**src/rtl/dht11_sched.sv**
```systemverilog
// DHT11 read scheduler: merges periodic poll and on-demand requests, enforces
// power-up and inter-read spacing, checks the frame checksum and retries failures.
module dht11_sched #(
    parameter int unsigned CLK_FREQ   = 50_000_000,
    parameter int unsigned POWERUP_MS = 1000,
    parameter int unsigned MIN_GAP_MS = 2000,
    parameter int unsigned POLL_MS    = 2000,
    parameter int unsigned TIMEOUT_MS = 50,
    parameter int unsigned MAX_RETRY  = 3
) (
    input  logic        sys_clk,
    input  logic        sys_rst,
    input  logic        poll_en,
    input  logic [1:0]  req,
    output logic [1:0]  ack,
    output logic        rd_start,
    input  logic        rd_done,
    input  logic        rd_err,
    input  logic [39:0] rd_data,
    output logic [15:0] humi,
    output logic [15:0] temp,
    output logic        data_valid,
    output logic        fail,
    output logic [7:0]  err_cnt,
    output logic        busy
);
    localparam int unsigned TICK_DIV = (CLK_FREQ / 1000 > 0) ? CLK_FREQ / 1000 : 1;
    localparam int unsigned TICK_W   = (TICK_DIV > 1) ? $clog2(TICK_DIV) : 1;
    localparam logic [TICK_W-1:0] TICK_LAST = TICK_W'(TICK_DIV - 1);
    localparam logic [15:0] POWERUP_V = 16'(POWERUP_MS);
    localparam logic [15:0] MIN_GAP_V = 16'(MIN_GAP_MS);
    localparam logic [15:0] POLL_V    = 16'(POLL_MS);
    localparam logic [15:0] TIMEOUT_V = 16'(TIMEOUT_MS);
    localparam logic [7:0]  RETRY_V   = 8'(MAX_RETRY);

    typedef enum logic [2:0] {IDLE, GAP, START, WAIT, DONE} state_t;
    state_t state_q, state_d;

    logic [TICK_W-1:0] tick_cnt_q, tick_cnt_d;
    logic [15:0] gap_ms_q, gap_ms_d;
    logic [15:0] poll_ms_q, poll_ms_d;
    logic [15:0] to_ms_q, to_ms_d;
    logic        poll_due_q, poll_due_d;
    logic        first_q, first_d;
    logic [7:0]  retry_q, retry_d;
    logic [1:0]  snap_q, snap_d;
    logic        failed_q, failed_d;
    logic [15:0] humi_q, humi_d;
    logic [15:0] temp_q, temp_d;
    logic        valid_q, valid_d;
    logic [7:0]  err_cnt_q, err_cnt_d;

    logic       ms_tick, gap_met, timeout, pending, csum_ok;
    logic [7:0] csum_calc;

    assign ms_tick   = (tick_cnt_q == TICK_LAST);
    assign csum_calc = rd_data[39:32] + rd_data[31:24] + rd_data[23:16] + rd_data[15:8];
    assign csum_ok   = (csum_calc == rd_data[7:0]);
    assign pending   = (|req) | poll_due_q;
    // The power-up wait applies only until the first attempt after reset.
    assign gap_met   = first_q ? (gap_ms_q >= POWERUP_V) : (gap_ms_q >= MIN_GAP_V);
    assign timeout   = (state_q == WAIT) && ms_tick && (to_ms_q == TIMEOUT_V - 16'd1);

    always_comb begin
        state_d    = state_q;
        tick_cnt_d = ms_tick ? '0 : tick_cnt_q + 1'b1;
        gap_ms_d   = (ms_tick && gap_ms_q != '1) ? gap_ms_q + 16'd1 : gap_ms_q;
        to_ms_d    = (ms_tick && state_q == WAIT) ? to_ms_q + 16'd1 : to_ms_q;
        first_d    = first_q;
        retry_d    = retry_q;
        snap_d     = snap_q;
        failed_d   = failed_q;
        humi_d     = humi_q;
        temp_d     = temp_q;
        valid_d    = valid_q;
        err_cnt_d  = err_cnt_q;
        rd_start   = 1'b0;
        ack        = '0;
        fail       = 1'b0;

        if (!poll_en)
            poll_ms_d = '0;
        else if (ms_tick && poll_ms_q < POLL_V)
            poll_ms_d = poll_ms_q + 16'd1;
        else
            poll_ms_d = poll_ms_q;

        unique case (state_q)
            IDLE: if (pending) state_d = GAP;
            GAP:  if (gap_met) state_d = START;
            START: begin
                rd_start  = 1'b1;
                snap_d    = req;
                first_d   = 1'b0;
                to_ms_d   = '0;
                poll_ms_d = '0;
                state_d   = WAIT;
            end
            WAIT: begin
                if (rd_done && !rd_err && csum_ok) begin
                    humi_d   = rd_data[39:24];
                    temp_d   = rd_data[23:8];
                    valid_d  = 1'b1;
                    gap_ms_d = '0;
                    state_d  = DONE;
                end else if (rd_done || timeout) begin
                    err_cnt_d = (err_cnt_q == '1) ? err_cnt_q : err_cnt_q + 8'd1;
                    gap_ms_d  = '0;
                    if (retry_q < RETRY_V) begin
                        retry_d = retry_q + 8'd1;
                        state_d = GAP;
                    end else begin
                        failed_d = 1'b1;
                        state_d  = DONE;
                    end
                end
            end
            DONE: begin
                ack      = snap_q & req;
                fail     = failed_q;
                retry_d  = '0;
                failed_d = 1'b0;
                state_d  = IDLE;
            end
            default: state_d = IDLE;
        endcase

        poll_due_d = poll_en && !rd_start && (poll_due_q || poll_ms_d >= POLL_V);
    end

    always_ff @(posedge sys_clk or posedge sys_rst) begin
        if (sys_rst) begin
            state_q    <= IDLE;
            tick_cnt_q <= '0;
            gap_ms_q   <= '0;
            poll_ms_q  <= '0;
            to_ms_q    <= '0;
            poll_due_q <= 1'b0;
            first_q    <= 1'b1;
            retry_q    <= '0;
            snap_q     <= '0;
            failed_q   <= 1'b0;
            humi_q     <= '0;
            temp_q     <= '0;
            valid_q    <= 1'b0;
            err_cnt_q  <= '0;
        end else begin
            state_q    <= state_d;
            tick_cnt_q <= tick_cnt_d;
            gap_ms_q   <= gap_ms_d;
            poll_ms_q  <= poll_ms_d;
            to_ms_q    <= to_ms_d;
            poll_due_q <= poll_due_d;
            first_q    <= first_d;
            retry_q    <= retry_d;
            snap_q     <= snap_d;
            failed_q   <= failed_d;
            humi_q     <= humi_d;
            temp_q     <= temp_d;
            valid_q    <= valid_d;
            err_cnt_q  <= err_cnt_d;
        end
    end

    assign humi       = humi_q;
    assign temp       = temp_q;
    assign data_valid = valid_q;
    assign err_cnt    = err_cnt_q;
    assign busy       = (state_q != IDLE);

endmodule

```
**config.mk**
```make
export PLATFORM = sky130hd
export DESIGN_NAME = dht11_sched
export DESIGN_NICKNAME = d
export VERILOG_FILES = /design/src/rtl/dht11_sched.sv
export SDC_FILE = /design/constraint.sdc
export NUM_CORES = 1
export LEC_CHECK = 0
export CORE_MARGIN = 8
export CORE_UTILIZATION = 59
export DETAILED_ROUTE_END_ITERATION = 10
export GPL_TIMING_DRIVEN = 0
export PLACE_DENSITY_LB_ADDON = 0.15
export REMOVE_ABC_BUFFERS = 1
export SYNTH_ARGS = -nofsm -noshare
export SYNTH_HDL_FRONTEND = slang
export SYNTH_SLANG_ARGS = --single-unit
export TNS_END_PERCENT = 5
```
**constraint.sdc**
```tcl
create_clock -name sys_clk -period 11 [get_ports sys_clk]
set_input_delay 2.2 -clock sys_clk [delete_from_list [all_inputs] [get_ports sys_clk]]
set_output_delay 2.2 -clock sys_clk [all_outputs]
set_load 0.01 [all_outputs]
```
After elaboration in Yosys (flattened, before gate mapping):

Index checks and enable logic that the tools add are counted.

* flip-flop bits (word level): 121
* latch bits: 0
* RAM bits: 0
* ROM bits: 0
* bits of input ports: 47
* output and inout bits: 46
* word-level logic and storage cells: 98
* memories kept: 0

* add/sub/neg operators: 9
* multipliers: 0
* divide/modulo/power cells: 0
* order comparisons: 5
* eq/ne operators: 16
* shift-type cells: 0
* muxes and demuxes: 28
* bitwise logic cells: 4
* reductions and logical operators: 22

Operators by type and width (number)
* 16-bit two-way mux: 10
* 16-bit by 1-bit adder with 16-bit output, second input constant: 4
* 16-bit by 11-bit >= comparator with 1-bit output, second input constant: 2
* 8-bit adder: 3
* 8-bit two-way mux: 3
* 8-bit by 1-bit adder with 8-bit output, second input constant: 2
* 16-bit == test, second input constant: 1
* 16-bit by 6-bit == test with 1-bit output, second input constant: 1
* 16-bit by 10-bit >= comparator with 1-bit output, second input constant: 1
* 16-bit by 11-bit less-than comparator with 1-bit output, second input constant: 1
* 16-bit inequality test, second input constant: 1
* 8-bit case mux with 2 select lines: 1
* 3-bit two-way mux: 5
* 3-bit case mux with 4 select lines: 1
* 4-bit AND reduction: 3
* 8-bit == test: 1
* 8-bit == test, second input constant: 1
* 1-bit logical AND: 8
* 8-bit by 2-bit less-than comparator with 1-bit output, second input constant: 1
* 2-bit inequality test, second input constant: 4
* 3-bit by 2-bit == test with 1-bit output, second input constant: 2
* 1-bit two-way mux: 6
* 2-bit by 1-bit inequality test with 1-bit output, second input constant: 2
* 2-bit nonzero test: 2
* other kinds (15): 18

Logic depth before layout (Yosys ltp):

Gate-level depths: netlist of the first run.

* depth after elaboration: 8
* mapped depth: 14
* depth with buffers taken out: 13

Worst setup path before layout of the first run:

Ideal clock, no wire load.

* path kind: input-to-reg
* start: input rd_data[9]
* end: register humi_q[0] (netlist: humi[0])
* library setup time: 0.125 ns
* arrival: 5.489 ns
* data required time: 10.875 ns
* setup slack: 5.386 ns
* cell stages on the path: 14
* path buffers: 1
* path through: fa_1 -> inv_1 -> fa_1 -> inv_1 -> ha_1 -> fa_1 -> a21o_1 -> a21oi_1 -> o21ai_0 -> xnor2_1 -> nand4_1 -> nor2_1 -> buf_2 -> mux2_2

* longest elaborated chain between the ends: 4

RTL lines
* from (decl): RTL line 19 `input logic [39:0] rd_data,`
* 8-bit adder: RTL line 57 `assign csum_calc = rd_data[39:32] + rd_data[31:24] + rd_data[23:16] + rd_data[15:8];`
* 8-bit == test: RTL line 58 `assign csum_ok = (csum_calc == rd_data[7:0]);`
* 1-bit logical AND: RTL line 100 `if (rd_done && !rd_err && csum_ok) begin`
* 2-bit AND reduction (no source line)
* to (signal assigned): RTL line 158 `humi_q <= humi_d;`
* to (decl): RTL line 48 `logic [15:0] humi_q, humi_d;`

Every way passes these cells.
A chain may end at the register's enable or synchronous reset.

Final worst setup path of the first run:

* start: input rd_data[9]
* end: register temp_q[9] (netlist: temp[9])

* longest elaborated chain between the ends: 4

RTL lines
* 8-bit adder: RTL line 57
* 8-bit == test: RTL line 58
* 1-bit logical AND: RTL line 100
* 2-bit AND reduction (no source line)
* to (signal assigned): RTL line 159 `temp_q <= temp_d;`
* to (decl): RTL line 49 `logic [15:0] temp_q, temp_d;`

Every way passes these cells.

==> results.md, run 1 <==
* Floorplan die area at ~0.014 mm^2
* Horizontal die dimension at roughly 120 um
* Gate count of the mapped netlist at 570
* Deepest level of the CTS H-tree at 4
* Critical-path cell with the highest stage delay: sky130_fd_sc_hd__nor2_4
* Total Negative Setup Slacks at 0 ps
* Count leader, synth: sky130_fd_sc_hd__dfrtp_1
* Final GP Congestion at slightly above 0.8
* Clock latency on the worst-skew pair at about 520 ps
* Setup Viol. Count Final at 0
* Top-level port count at 93
* Avg WL per Cell at about 17 um
* Number of pins with negative max-slew slack in the final report at 0
* Cell type with the highest occurrence count on the critical path: sky130_fd_sc_hd__fa_1
* Critical Path Source Type: input pin
* Number of remaining DRC errors at 0
* Wire length of the first global-routing pass at between 20 and 25 mm
* Final Net Count at about 740
* CP arrival at just over 7000 ps
* Primary flip-flop cell chosen by synthesis mapping: sky130_fd_sc_hd__dfrtp_1
* Clock root buffer: sky130_fd_sc_hd__clkbuf_8
* Port Buffer Count at slightly above 90
* Fraction of layout cells with a size suffix above 1 at 0.1208
* Worst endpoint required time at roughly 11000 ps
* List of most frequent post-synthesis cells: sky130_fd_sc_hd__dfrtp_1, sky130_fd_sc_hd__nor2_1, sky130_fd_sc_hd__nand2_1
* Die height at ~120 um
* Cell leakage power at 3.549 nW
* Number of fill cells at slightly below 700
* Status: finished clean
* Register clock-pin slew on the reported worst setup and hold paths at roughly 60 ps
* Vias per cell at 5.528
* CP Capture Type: register
* Number of global-route vias before repair at approximately 4900
* Remaining antenna violation count after routing at 0
* RSZ-0062 raised after global routing: false
* R2R Path Start: tick_cnt_q[0]
* Slew margin rel. at 0.3373
* Worst stage delay on the critical path at ~990 ps
* Distinct cell type count of the synthesized netlist at 57
* Final Hold Violating Endpoints at 0
* Total routing resource utilization after global routing at 0.2038
* N_diodes at 0
* Number of optimization iterations in the first detailed-route pass at 4
* Share of synthesized registers carrying an async set or reset at 1.000
* Number of cells traversed by the worst hold path at 1
* Initial antenna violation count at 0
* CTS Buf Count at 17
* Hold WC Path Type: register to register
* Setup Skew at 9.731 ps
* Min-delay src: data_valid
* Power per cell area at approximately 170 mW/mm^2
* Highest attainable clock frequency at 148.3 MHz
* Maximum vdd drop at approximately 0.16 mV
* Average size of a mapped cell at ~11 um^2
* Measured slew at the worst slew-check pin at around 1000 ps
* Depth of the worst register-to-register path at 8
* Final global-route overflow total at 0
* Worst Hold Margin at 468.6 ps
* Critical path start-end classification: input pin to register
* Min cycle time layout at slightly below 7000 ps
* Number of synthesized flops with an enable pin at 0
* Netlist Area Pre-Place at roughly 0.0062 mm^2
* Cell types occupying the most area after synthesis: sky130_fd_sc_hd__dfrtp_1, sky130_fd_sc_hd__mux2_2, sky130_fd_sc_hd__xnor2_1
* Post-CTS sizing at 0
* Number of warnings printed during yosys synthesis at 0
* Post-CTS Setup Inserts at 0
* CTS sink count at 121
* Area Growth Syn to Fin at 26.61%
* Max capacitance violation total at 0
* Total half-perimeter wirelength after legalization and detailed placement at ~9.5 mm
* Buffer levels on the longest clock path at 2
* Critical register-to-register path endpoint: err_cnt[1]
* Worst Path Max Fanout at 33
* Count of vias placed by the detailed router at about 4500
* Number of cell rows at 37
* Largest net degree at the start of global routing at 101
* Top-area cell type share of the netlist area at 0.4868
* Fraction of the cycle the final worst path needs at 0.6131
* Critical-path cell list: clkdlybuf4s50_1 -> fa_1 -> inv_1 -> fa_1 -> inv_1 -> ha_1 -> fa_1 -> xnor2_1 -> nand4_1 -> a2111oi_0 -> nand4_1 -> nor2_4 -> mux2_2
* Leading area contributor after synthesis: sky130_fd_sc_hd__dfrtp_1
* Synth Register Bits at 121
* 1st-iter DRT viols at 258
* Wire length reported by the detailed router at roughly 14 mm
* Post-CTS Hold Fix Bufs at 0
* Hold-critical path endpoint: data_valid
* Seq/Total Area, Yosys at 0.4911
* TritonCTS clock tree: yes
* Core area at 0.01023 mm^2
* Starting Density at 0.6029
* Slack of the worst reg-to-reg path at ~7800 ps
==> cell families (layout without fill, tap and decap cells) <==
kind of cell	count (synthesis)	in the layout	synth area share
DFF	121	121	0.4911
and+or+nand+nor	231	231	0.1937
xor gates and xnor gates	69	69	0.09797
AOI/OAI and AO/OA	41	41	0.04584
muxes	38	38	0.06836
buffers and inverters	41	150	0.02718
adders and majority gates	29	29	0.07586
==> sequential cells by signal (all words and copies together) (netlist names) <==
signal	count
snap_q	2
failed_q	1
poll_ms_q	16
poll_due_q	1
state_q	3
gap_ms_q	16
to_ms_q	16
temp	16
humi	16
err_cnt	8
first_q	1
retry_q	8
tick_cnt_q	16
data_valid	1
==> cell usage in the layout (no fill, tap or decap), types with 4 or more instances in the layout <==
cell type / count
sky130_fd_sc_hd__xnor2_1: 35
sky130_fd_sc_hd__dfrtp_1: 120
sky130_fd_sc_hd__nor3_1: 7
sky130_fd_sc_hd__and2_1: 12
sky130_fd_sc_hd__inv_1: 22
sky130_fd_sc_hd__mux2_2: 33
sky130_fd_sc_hd__clkinvlp_4: 6
sky130_fd_sc_hd__fa_1: 14
sky130_fd_sc_hd__o21ai_0: 11
sky130_fd_sc_hd__mux2i_1: 5
sky130_fd_sc_hd__nand4_1: 20
sky130_fd_sc_hd__ha_1: 15
sky130_fd_sc_hd__clkbuf_16: 16
sky130_fd_sc_hd__nor2_1: 67
sky130_fd_sc_hd__clkinv_2: 4
sky130_fd_sc_hd__and3_1: 19
sky130_fd_sc_hd__nor4_1: 5
sky130_fd_sc_hd__xor2_1: 34
sky130_fd_sc_hd__or3_1: 6
sky130_fd_sc_hd__nand3_1: 28
sky130_fd_sc_hd__clkdlybuf4s50_1: 92
sky130_fd_sc_hd__a21oi_1: 10
sky130_fd_sc_hd__nand2_1: 40
==> power breakdown <==
group	total [mW]	switching, mW	leakage (nW)	internal [mW]
sequential	0.507	0.0288	1.64	0.478
clock	0.531	0.199	0.265	0.332
combinational	0.283	0.143	1.64	0.140
total	1.32	0.371	3.55	0.950
==> worst max-delay path: cells and delay by family <==
family          cells  cell delay, ps
compound gates      1             340
xor+xnor            1             110
fa+ha+maj           4            1760
buf+inv             3             550
mux                 1             420
simple gates        3            1710
==> metrics by stage <==
stage | utilization | area [um^2] | cells | worst slack, ps | total power [mW]
CTS | 0.7634 | 7810 | 815 | 4261 | 1.331
finish | 0.7634 | 7810 | 815 | 4256 | 1.321
detailed placement | 0.7076 | 7239 | 783 | 3761 | 0.7975
global placement | 0.7020 | 7182 | 781 | 2560 | 0.7767
floorplan | - | 6091 | 553 | 4175 | 0.6788
global route | 0.7634 | 7810 | 815 | 3957 | 1.379
==> area by class of cell <==
type | instances | area [um^2] | area share
clock inverters | 12 | 125.1 | 0.01602
well taps | 136 | 170.2 | 0.02179
inverters | 24 | 95.09 | 0.01218
flip-flops and latches | 121 | 3029 | 0.3879
multi-input cells | 408 | 2982 | 0.3818
clock buffers | 20 | 445.4 | 0.05703
repair buffers | 94 | 963.4 | 0.1234
==> routing by layer <==
layer / routed length (um) / share of wire / vias up / GRT usage
li1: - / - / 2139 / -
met1: 5651 / 0.41 / 2259 / 0.2299
met2: 7127 / 0.52 / 98 / 0.3520
met3: 827 / 0.060 / 9 / 0.07139
met4: 134 / 0.0098 / 0 / 0.07046
met5: 0 / 0 / - / 0
==> worst max-delay path by stage <==
stage	endpoint	from	slack, ps
2_1_floorplan	humi[0]	rd_data[9]	4170
3_3_place_gp	temp[3]	rd_data[9]	2560
3_5_place_dp	temp[9]	rd_data[9]	3760
4_1_cts	temp[9]	rd_data[9]	4260
5_1_grt	temp[9]	rd_data[9]	3960
6_report	temp[9]	rd_data[9]	4260
(Power assumes the default switching activity.)
==> inputs of run 2 (changes only) <==
--- a/config.mk
+++ b/config.mk
@@ -6,7 +6,7 @@
 export NUM_CORES = 1
 export LEC_CHECK = 0
 export CORE_MARGIN = 8
-export CORE_UTILIZATION = 59
+export CORE_UTILIZATION = 54
 export DETAILED_ROUTE_END_ITERATION = 10
 export GPL_TIMING_DRIVEN = 0
 export PLACE_DENSITY_LB_ADDON = 0.15
==> constraint.sdc (replaced) <==
create_clock -name sys_clk -period 6.5 [get_ports sys_clk]
set_input_delay 1.3 -clock sys_clk [delete_from_list [all_inputs] [get_ports sys_clk]]
set_output_delay 1.3 -clock sys_clk [all_outputs]
set_load 0.01 [all_outputs]
==> run 2 against run 1 <==
Compared with the run above:
- non-clock buffer count is the same
- largest power group unchanged
- die area is 8.0% higher
- critical endpoint is now temp[1]
- clock power grew 82%
- flip-flop and latch count did not move
==> results.md, run 2 (synthesized netlist as in run 1, its figures left out) <==
* Placed standard-cell area at 0.007248 mm^2 (+0.12%)
* CP arrival at 6230 ps (-910 ps)
* Clock latency on the worst-skew pair at 420 ps (-100 ps)
* Starting Density at 0.5472 (-0.05568)
* Post-CTS Hold Fix Bufs at 0 (unchanged)
* Final GP Congestion at 0.7639 (-5.1%)
* Number of pins with negative max-slew slack in the final report at 0 (unchanged)
* Min cycle time layout at roughly 6000 ps
* Critical Path Source Type: input pin
* Deepest level of the CTS H-tree at 4 (unchanged)
* Placed cell count at 790 (+0.89%)
* CTS sink count at 121 (unchanged)
* Max capacitance violation total at 0 (unchanged)
* Final Net Count at 742 (unchanged)
* Final global-route overflow total at 0 (unchanged)
* Post-CTS sizing at 0 (unchanged)
* Commonest non-fill, non-tap cell in the layout: sky130_fd_sc_hd__dfrtp_1
* Post-route non-filler standard cell count at 822 (+0.86%)
* Psw at 620.7 uW (+67%)
* Port Buffer Count at 92 (unchanged)
* Switching share of total power at 0.2703 (-0.01049)
* Fraction of the cycle the final worst path needs at 0.9123
* Horizontal die dimension at 122.9 um (+3.9%)
* Die height at 122.9 um (+3.9%)
* Fraction of layout cells with a size suffix above 1 at 0.1208 (unchanged)
* Maximum vdd drop at 0.2210 mV (+38%)
* Final Hold Violating Endpoints at 0 (unchanged)
* Fraction of power consumed by sequential logic at 0.375 (-0.009)
* Avg WL per Cell at 16.20 um (-3.9%)
* Measured slew at the worst slew-check pin at 950.5 ps (-41.17 ps)
* Hold WC Path Type: register to register
* Worst Slack Setup Final at 569.8 ps (-3687 ps)
* Initial antenna violation count at 0 (unchanged)
* Post-CTS Setup Inserts at 0 (unchanged)
* Largest net degree at the start of global routing at 96 (-5.0%)
* Total power at 2.296 mW (+74%)
* Commonest cells after routing, fill and taps aside: sky130_fd_sc_hd__dfrtp_1, sky130_fd_sc_hd__clkdlybuf4s50_1, sky130_fd_sc_hd__nor2_1
* Register clock-pin slew on the reported worst setup and hold paths at 50 ps (about the same)
* Count of vias placed by the detailed router at 4445 (-1.3%)
* Status: finished clean
* Setup Skew at 6.615 ps (-3.116 ps)
* Total routing resource utilization after global routing at 0.1905 (-0.01327)
* Post-route design area at 0.007864 mm^2 (+0.69%)
* Vias per cell at 5.408 (-2.2%)
* Wire length of the first global-routing pass at 22.62 mm (-2.7%)
* Slack of the worst reg-to-reg path at 3470 ps (-4340 ps)
* Wire length reported by the detailed router at 13.31 mm (-3.1%)
* Worst Hold Margin at 476.1 ps (+7.523 ps)
* Area Growth Syn to Fin at 27.48%
* Buffer levels on the longest clock path at 2 (unchanged)
* Floorplan die area at 0.01510 mm^2 (+8.0%)
* Clock root buffer: sky130_fd_sc_hd__clkbuf_16
* Number of fill cells at 799 (+17%)
* Internal power component at 1.676 mW (+76%)
* CTS Buf Count at 17 (unchanged)
* Total half-perimeter wirelength after legalization and detailed placement at 9.295 mm (-2.0%)
* Power per cell area at 292.0 mW/mm^2 (+73%)
* Final core area utilization at 0.6976 (-0.06572)
* Worst Path Max Fanout at 33 (unchanged)
* Highest attainable clock frequency at ~170 MHz
* Number of global-route vias before repair at 4781 (-2.2%)
* Clock group share of total power at 0.420 (+0.018)
* Number of remaining DRC errors at 0 (unchanged)
* Core area at 0.01127 mm^2 (+10%)
* Number of optimization iterations in the first detailed-route pass at 5 (+1)
* Setup Viol. Count Final at 0 (unchanged)
* Critical path start-end classification: input pin to register
* Number of cell rows at 39 (+5.4%)
* Cell leakage power at 3.568 nW (+0.52%)
* Worst endpoint required time at 6800 ps (-4590 ps)
* CP Capture Type: register
* Remaining antenna violation count after routing at 0 (unchanged)
* Top-level port count at 93 (unchanged)
* Slew margin rel. at 0.3648 (+0.02751)
* TritonCTS clock tree: yes
* RSZ-0062 raised after global routing: false
* N_diodes at 0 (unchanged)
* 1st-iter DRT viols at 320 (+24%)
* Fraction of power consumed by combinational cells at 0.205 (-0.010)
* Total Negative Setup Slacks at 0 ps (unchanged)
* Setup slack at placement at 125.2 ps (-3636 ps)
[run 2: cell types whose count changed in the layout (fill, tap and decap cells not counted)]
| cell | change |
|---|---|
| sky130_fd_sc_hd__bufinv_16 | +1 |
| sky130_fd_sc_hd__clkbuf_16 | +1 |
| sky130_fd_sc_hd__clkinv_2 | -2 |
[run 2: per-layer routing]
| layer | vias up | share of wire | global-route usage |
|---|---|---|---|
| li1 | 2141 | - | - |
| met1 | 2206 | 0.42 | 0.2238 |
| met2 | 86 | 0.51 | 0.3089 |
| met3 | 12 | 0.059 | 0.07774 |
| met4 | 0 | 0.012 | 0.06931 |
| met5 | - | 0 | 0 |
[run 2: final timing paths]
| path | startpoint | to | cells past startpoint |
|---|---|---|---|
| min in group asynchronous | sys_rst | temp[15] | 2 |
| setup / recovery | rd_data[9] | temp[1] | 13 |
| hold / removal | data_valid | data_valid | 1 |
| max in group asynchronous | sys_rst | first_q | 3 |
| hold reg to reg | data_valid | data_valid | 1 |
| setup reg to reg | tick_cnt_q[0] | err_cnt[1] | 8 |
[run 2: power groups by stage]
stage | clock network (mW) | logic [mW] | registers, mW
final | 0.964 | 0.472 | 0.861
after detailed placement | 0 | 0.473 | 0.872
after global placement | 0 | 0.450 | 0.867
after CTS | 0.981 | 0.477 | 0.860
after global routing | 1.02 | 0.521 | 0.870
after floorplan | 0 | 0.272 | 0.876
[run 2: critical path, stage by stage]
cell and delay [ps]:
sky130_fd_sc_hd__clkdlybuf4s50_1 460, sky130_fd_sc_hd__fa_1 570, sky130_fd_sc_hd__inv_1 60, sky130_fd_sc_hd__fa_1 500, sky130_fd_sc_hd__inv_1 40, sky130_fd_sc_hd__ha_1 220, sky130_fd_sc_hd__fa_1 500, sky130_fd_sc_hd__xnor2_1 120
sky130_fd_sc_hd__nand4_1 110, sky130_fd_sc_hd__a2111oi_0 370, sky130_fd_sc_hd__nand4_1 580, sky130_fd_sc_hd__nor2_4 940, sky130_fd_sc_hd__mux2_2 420
[run 2: final cells by class]
type	count	area (um^2)	share of cell area
flip-flops and latches	121	3029	0.3852
multi-input cells	408	2982	0.3792
repair buffers	94	963.4	0.1225
clock buffers	21	470.5	0.05982
well taps	143	178.9	0.02275
clock inverters	11	145.1	0.01846
inverters	24	95.09	0.01209
